`src/rtl/counter_run_controller.sv`:
```
// Run/pause/stop sequencer for a WIDTH-bit up/down counter: prescaled tick, load/enable/direction strobes.
// Optional AUTO_RELOAD_EN: a terminal tick reloads load_val and pulses done instead of entering DONE.
module counter_run_controller #(
  parameter int DIV   = 50_000_000,
  parameter int WIDTH = 4
) (
  input  logic             clk,
  input  logic             Reset,
  input  logic             start,
  input  logic             pause,
  input  logic             stop,
  input  logic [1:0]       sel,
  input  logic [WIDTH-1:0] load_val,
  input  logic [WIDTH-1:0] limit,
  input  logic [WIDTH-1:0] count_in,
  output logic             cnt_load,
  output logic [WIDTH-1:0] cnt_load_val,
  output logic             cnt_en,
  output logic             cnt_up,
  output logic             tick,
  output logic [1:0]       state,
  output logic             done
);

  localparam int PW = (DIV > 2) ? $clog2(DIV) : 1;
  localparam logic [PW-1:0] PRESC_LAST = PW'(DIV - 1);

  typedef enum logic [1:0] {
    IDLE  = 2'b00,
    RUN   = 2'b01,
    PAUSE = 2'b10,
    DONE  = 2'b11
  } state_t;

  state_t           state_q, state_d;
  logic [PW-1:0]    presc_q, presc_d;
  logic             cnt_load_d, cnt_en_d, cnt_up_d, tick_d, done_d;
  logic [WIDTH-1:0] cnt_load_val_d;
  logic             terminal;
  logic             reload_pulse;

  assign state = state_q;

  always_ff @(posedge clk) begin
    if (Reset) begin
      state_q      <= IDLE;
      presc_q      <= '0;
      cnt_load     <= 1'b0;
      cnt_load_val <= '0;
      cnt_en       <= 1'b0;
      cnt_up       <= 1'b1;
      tick         <= 1'b0;
      done         <= 1'b0;
    end else begin
      state_q      <= state_d;
      presc_q      <= presc_d;
      cnt_load     <= cnt_load_d;
      cnt_load_val <= cnt_load_val_d;
      cnt_en       <= cnt_en_d;
      cnt_up       <= cnt_up_d;
      tick         <= tick_d;
      done         <= done_d;
    end
  end

  // Every output is the registered image of the value computed here.
  always_comb begin
    state_d        = state_q;
    presc_d        = presc_q;
    cnt_load_d     = 1'b0;
    cnt_load_val_d = cnt_load_val;
    cnt_en_d       = 1'b0;
    cnt_up_d       = cnt_up;
    tick_d         = 1'b0;
    terminal       = 1'b0;
    reload_pulse   = 1'b0;

    if (stop) begin
      state_d = IDLE;
      presc_d = '0;
    end else if (start) begin
      state_d        = RUN;
      presc_d        = '0;
      cnt_load_d     = 1'b1;
      cnt_load_val_d = load_val;
    end else begin
      case (state_q)
        IDLE, DONE: presc_d = '0;
        RUN: begin
          if (pause) begin
            state_d = PAUSE;
          end else if (presc_q == PRESC_LAST) begin
            presc_d = '0;
            tick_d  = 1'b1;
            // Hold modes (sel[1]=1) tick without ever counting or terminating.
            if (!sel[1]) begin
              terminal = sel[0] ? (count_in == '0) : (count_in == limit);
              if (terminal) begin
`ifdef AUTO_RELOAD_EN
                cnt_load_d     = 1'b1;
                cnt_load_val_d = load_val;
                reload_pulse   = 1'b1;
`else
                state_d = DONE;
                presc_d = '0;
`endif
              end else begin
                cnt_en_d = 1'b1;
                cnt_up_d = ~sel[0];
              end
            end
          end else begin
            presc_d = presc_q + PW'(1);
          end
        end
        PAUSE: begin
          if (!pause) state_d = RUN;
        end
        default: state_d = IDLE;
      endcase
    end

`ifdef AUTO_RELOAD_EN
    done_d = reload_pulse;
`else
    done_d = (state_d == DONE);
`endif
  end

endmodule

```
`config.mk`:
```
export PLATFORM = sky130hd
export DESIGN_NAME = counter_run_controller
export DESIGN_NICKNAME = d
export VERILOG_FILES = /design/src/rtl/counter_run_controller.sv
export SDC_FILE = /design/constraint.sdc
export NUM_CORES = 1
export LEC_CHECK = 0
export CAP_MARGIN = 20
export CORE_UTILIZATION = 46
export CTS_CLUSTER_DIAMETER = 30
export DETAILED_ROUTE_END_ITERATION = 10
export PLACE_DENSITY = 0.73
export SLEW_MARGIN = 10
export SYNTH_ARGS = -nofsm -noshare
export SYNTH_HDL_FRONTEND = slang
export SYNTH_SLANG_ARGS = --single-unit
```
`constraint.sdc`:
```
create_clock -name clk -period 1.95 [get_ports clk]
set_input_delay 0.2925 -clock clk [delete_from_list [all_inputs] [get_ports clk]]
set_output_delay 0.2925 -clock clk [all_outputs]
set_load 0.02 [all_outputs]
```
# After elaboration in Yosys (flattened, before gate mapping)
# Cells that the tools add are included.
[word_totals] ff_bits=37 inputBits=19 output_inout_bits=11 elab_cells=50
[classes] add_sub_neg=1 n_eq_ne=7 n_mux=15 bitwise_logic=8 n_reduce_logical=11
[op_table] op="26-bit two-way mux" count=2
[op_table] op="26-bit case mux with 2 select lines" count=1
[op_table] op="26-bit by 1-bit adder with 26-bit output (second input constant)" count=1
[op_table] op="26-bit == test (second input constant)" count=1
[op_table] op="2-bit two-way mux" count=7
[op_table] op="1-bit inverter" count=8
[op_table] op="7-bit AND reduction" count=1
[op_table] op="7-bit OR reduction" count=1
[op_table] op="2-bit == test (second input constant)" count=3
[op_table] op="5-bit OR reduction" count=1
[op_table] op="4-bit == test" count=1
[op_table] op="4-bit zero test" count=1
[op_table] op="1-bit two-way mux" count=4
[op_table] op="2-bit case mux with 2 select lines" count=1
[op_table] op="2-bit AND reduction" count=2
[op_table] op="2-bit OR reduction" count=2
[op_table] op="3-bit OR reduction" count=1
[op_table] op="2-bit by 1-bit == test with 1-bit output (second input constant)" count=1
[op_table] op="2-bit zero test" count=1
[op_table] op="2-bit != test (second input constant)" count=1
[op_table] op="2-bit nonzero test" count=1

# Logic depth before layout (Yosys ltp)
[depth] ltp_word=10 mapped_depth=9 ltp_nobuf=7

# Least setup slack after synthesis
# OpenSTA, ideal clock, no wires.
[synth_path] path_type="flip-flop to flip-flop" startpoint="reg state_q[0] (netlist: state[0])" endpoint="reg presc_q[24]" setup_ns=0.074 arrival_time_ns=1.751 required_ns=1.876 path_slack_ns=0.125 stages_incl_launch_ff=8 path_cell_list="dfxtp_1 -> ha_1 -> nor2b_1 -> nand2_1 -> a21oi_4 -> buf_6 -> a21bo_1 -> a31oi_1"
[synth_between] elab_chain_cells=4
[synth_rtl] element="start: declaration" line="35" source="state_t state_q, state_d;"
[synth_rtl] element="start signal: assignment" line="55" source="state_q <= state_d;"
[synth_rtl] element="2-bit == test / 2-bit zero test (equally long branches)" line="87" source="case (state_q)"
[synth_rtl] element="2-bit OR reduction" line="87"
[synth_rtl] element="2-bit nonzero test (no line)"
[synth_rtl] element="2-bit AND reduction (no line)"
[synth_rtl] element="end signal: assignment" line="56" source="presc_q <= presc_d;"
[synth_rtl] element="end: declaration" line="36" source="logic [PW-1:0] presc_q, presc_d;"
# Several ways; a longest one is shown, not always the timed one.
# A chain may end at the register's enable or synchronous reset.

# Final worst setup path
[layout_path] startpoint="reg presc_q[0]" endpoint="reg presc_q[5]"
[layout_between] elab_chain_cells=4
[layout_rtl] element="26-bit by 1-bit adder with 26-bit output / 26-bit == test (equally long branches)" line="113, 92"
[layout_rtl] element="26-bit two-way mux (*)" line="92" source="end else if (presc_q == PRESC_LAST) begin"
[layout_rtl] element="26-bit two-way mux (*)" line="90" source="if (pause) begin"
[layout_rtl] element="26-bit case mux with 2 select lines (*)" line="87"
# Every way passes the cells marked *; elsewhere a longest branch is shown, timed or not. The select of a mux whose other input is x is not followed.

==> run metrics <==
sw power=0.0003308 W; Sequential Area=740.7 µm²; post-synth top area cell=dfxtp_1; Tmin final=1.840 ns; pin count of the biggest net entering global routing=20; setup TNS=0 ns; Synth Area in XOR/XNOR=0.03930; CTS tree=built; outcome=finished clean; Post-Syn Instances=235; met2 GRT Util=0.3811; WL final=4542 µm; DP Area=2462 µm²; FMAX=0.5434 GHz; YS warnings=0; vias in the first global route=1778; Syn Std Cell Area=2006 µm²; # hold bufs at CTS=0; crit start category=flip-flop; CTS root buffer=clkbuf_8; ys flop type=dfxtp_1; footprint of the multi-input gates=1150 µm²; Worst Setup End Kind=flip-flop; Max rail drop VDD=455.8 µV; Layout Cells excl Fill=332; combinational power share=0.079; compound-cell area share of the yosys netlist=0.2133; vias per cell=5.738; met1 usage=0.2588; Worst-path clk slew=0.07 ns; Total Routing Usage GR=0.2204; grt total ovfl=0; DRC=0; post-route cell area=2582 µm²; Max Fanout on Critical Path=14; MaxCap Viol Count=0; Pwr Density=612.6 nW/µm²; port buffer count=29; CTS Buf Count=5; clock share of power=0.438; Fin. Hold Viols=0; first-pass GRT wire length=7707 µm; final period utilization=0.9437; HPWL Detailed=3394 µm; Site Rows=23; Die ar.=4628 µm²; initial DRC count=130; mux cell area share after synthesis=0.02495; Clock Tree Buf Depth=2; Yosys reg bits=37; Ports=30; hold_ws=0.4807 ns; RSZ-0062 raised after global routing=false; H-tree levels=2; Min-Delay Path Class=flip-flop to flip-flop; largest family of logic cells by synthesized area=simple AND/OR/NAND/NOR gates; relative slew slack=0.7554; Synth cell types=46; syn_area_per_cell=8.535 µm²; chip width=68.03 µm; Seq/Total Area, Yosys=0.3693; layer with the highest usage=met2; Initial Util=0.4908; number of synthesized flops with an enable pin=0; number of nets in the layout=303; initial antenna violation count=0; top cells by area, synth=dfxtp_1 (37%), a31oi_1 (5.6%), nor2_1 (3.6%), xnor2_1 (3.5%), nand4_1 (3.4%); Seq pwr share=0.483; placed cells=324; CP Class=flip-flop to flip-flop; antenna cells=0; Final Power=0.001582 W; M3 GR Usage=0.05667; via count=1905; Synth Area in Adders=0.01871; clk sinks=37; Die Y=68.03 µm; Synth top area share=0.3693; setup violators final=0; Reg2Reg Setup Slack=0.11 ns; fillers=368; asr flop ratio synth=0; Simple-Gate Fraction of Synth Area=0.2751; switching share of power=0.2091; Final ANT Viol Nets=0; core area=4086 µm²; clk_skew=0.004879 ns; WL per Instance=13.68 µm; Synthesized Nets=257; synthesis-to-finish area growth=28.76%; leakage power=0.9377 nW; Routability Congestion=0.8207; DR pass1 iterations=4; Internal Power=0.001251 W; Slew Viols, Final=0; clk_lat worst skew=0.29 ns; Slew @ Worst Pin=0.3630 ns; crit path DAT=2.03 ns; layout cells sized above 1=0.1525; Req. time, crit path=2.14 ns
[worst max-delay path, cell delays in order, from the launching register on]
cell and delay [ns]:
dfxtp_1 0.40, ha_1 0.22, and3_2 0.24, and3_4 0.23, a21oi_4 0.08, buf_4 0.19
a21o_1 0.16, a22o_1 0.22
[power by group through the flow]
| stage | sequential [W] | clock (W) | combinational, W |
|---|---|---|---|
| after CTS | 0.000764 | 0.000706 | 0.000125 |
| after global routing | 0.000765 | 0.000738 | 0.000136 |
| after detailed placement | 0.000781 | 0 | 0.000125 |
| final | 0.000764 | 0.000693 | 0.000125 |
| after global placement | 0.000782 | 0 | 0.000123 |
| after floorplan | 0.000788 | 0 | 0.0000444 |
[area by class of cell]
type | count | share of cell area
multi-input combinational | 177 | 0.4453
clock buffer | 7 | 0.03343
clock inverter | 1 | 0.01163
sequential | 37 | 0.2868
timing repair buffer | 54 | 0.1899
inverter | 6 | 0.008721
tap | 50 | 0.02422
[cell usage in the layout (no fill, tap or decap), types with 8 or more instances in the layout]
cell / Yosys / layout
a21oi_1: 11 / 11
a31oi_1: 18 / 18
nand3_1: 9 / 9
xnor2_1: 8 / 8
nand4_1: 11 / 11
nand2_1: 18 / 18
buf_4: 0 / 24
clkdlybuf4s50_1: 0 / 29
o21ai_0: 12 / 11
nor2_1: 19 / 19
dfxtp_1: 37 / 37
[cell usage after synthesis (all sizes together) (2+ instances only)]
master / instances
dfxtp: 37
nor2: 20
a31oi: 18
nand2: 18
o21ai: 14
a21oi: 12
buf: 12
nand4: 12
nand3: 9
xnor2: 8
a22o: 7
and4: 7
nor3: 7
inv: 6
mux2i: 5
and3: 4
nor2b: 4
a211oi: 3
and4bb: 3
clkbuf: 3
ha: 3
nand2b: 3
a21o: 2
a41oi: 2
nand3b: 2
nor4: 2
or3: 2
[per-stage QoR]
stage,util,setup slack [ns]
2_1_floorplan,-,0.1252
3_3_place_gp,0.6026,0.03393
3_5_place_dp,0.6026,-0.009796
4_1_cts,0.6310,0.06611
5_1_grt,0.6320,0.02606
6_report,0.6320,0.1098
[state kept, by name (all words and copies together) (netlist names)]
register	flops
cnt_load_val	4
cnt_en	1
cnt_up	1
cnt_load	1
tick	1
presc_q	26
done	1
state	2
[final timing paths]
| check | startpoint | end | depth (start not counted) |
|---|---|---|---|
| worst max-delay path | presc_q[0]$_SDFFE_PP0P_ | presc_q[5]$_SDFFE_PP0P_ | 7 |
| worst min-delay path | presc_q[6]$_SDFFE_PP0P_ | presc_q[6]$_SDFFE_PP0P_ | 1 |
| worst max register to register | presc_q[0]$_SDFFE_PP0P_ | presc_q[5]$_SDFFE_PP0P_ | 7 |
| worst min register to register | presc_q[6]$_SDFFE_PP0P_ | presc_q[6]$_SDFFE_PP0P_ | 1 |
[kinds of logic after synthesis]
family	after synthesis
buffers and inverters	21
flip-flops	37
AND/OR/NAND/NOR	95
adder cells (fa/ha/maj)	3
multiplexers	5
AO/OA/AOI/OAI	65
XOR/XNOR	9
[per-layer routing]
layer	vias to the layer above	wire length, µm
li1	970	-
met1	873	2061
met2	56	2201
met3	6	217
met4	0	61
met5	-	0
[what timing repair did]
item                       in CTS  in global routing
setup endpoints to repair       0                  3
gates resized for setup         0                  3
buffers inserted                0                  0
(Power assumes the default switching activity.)
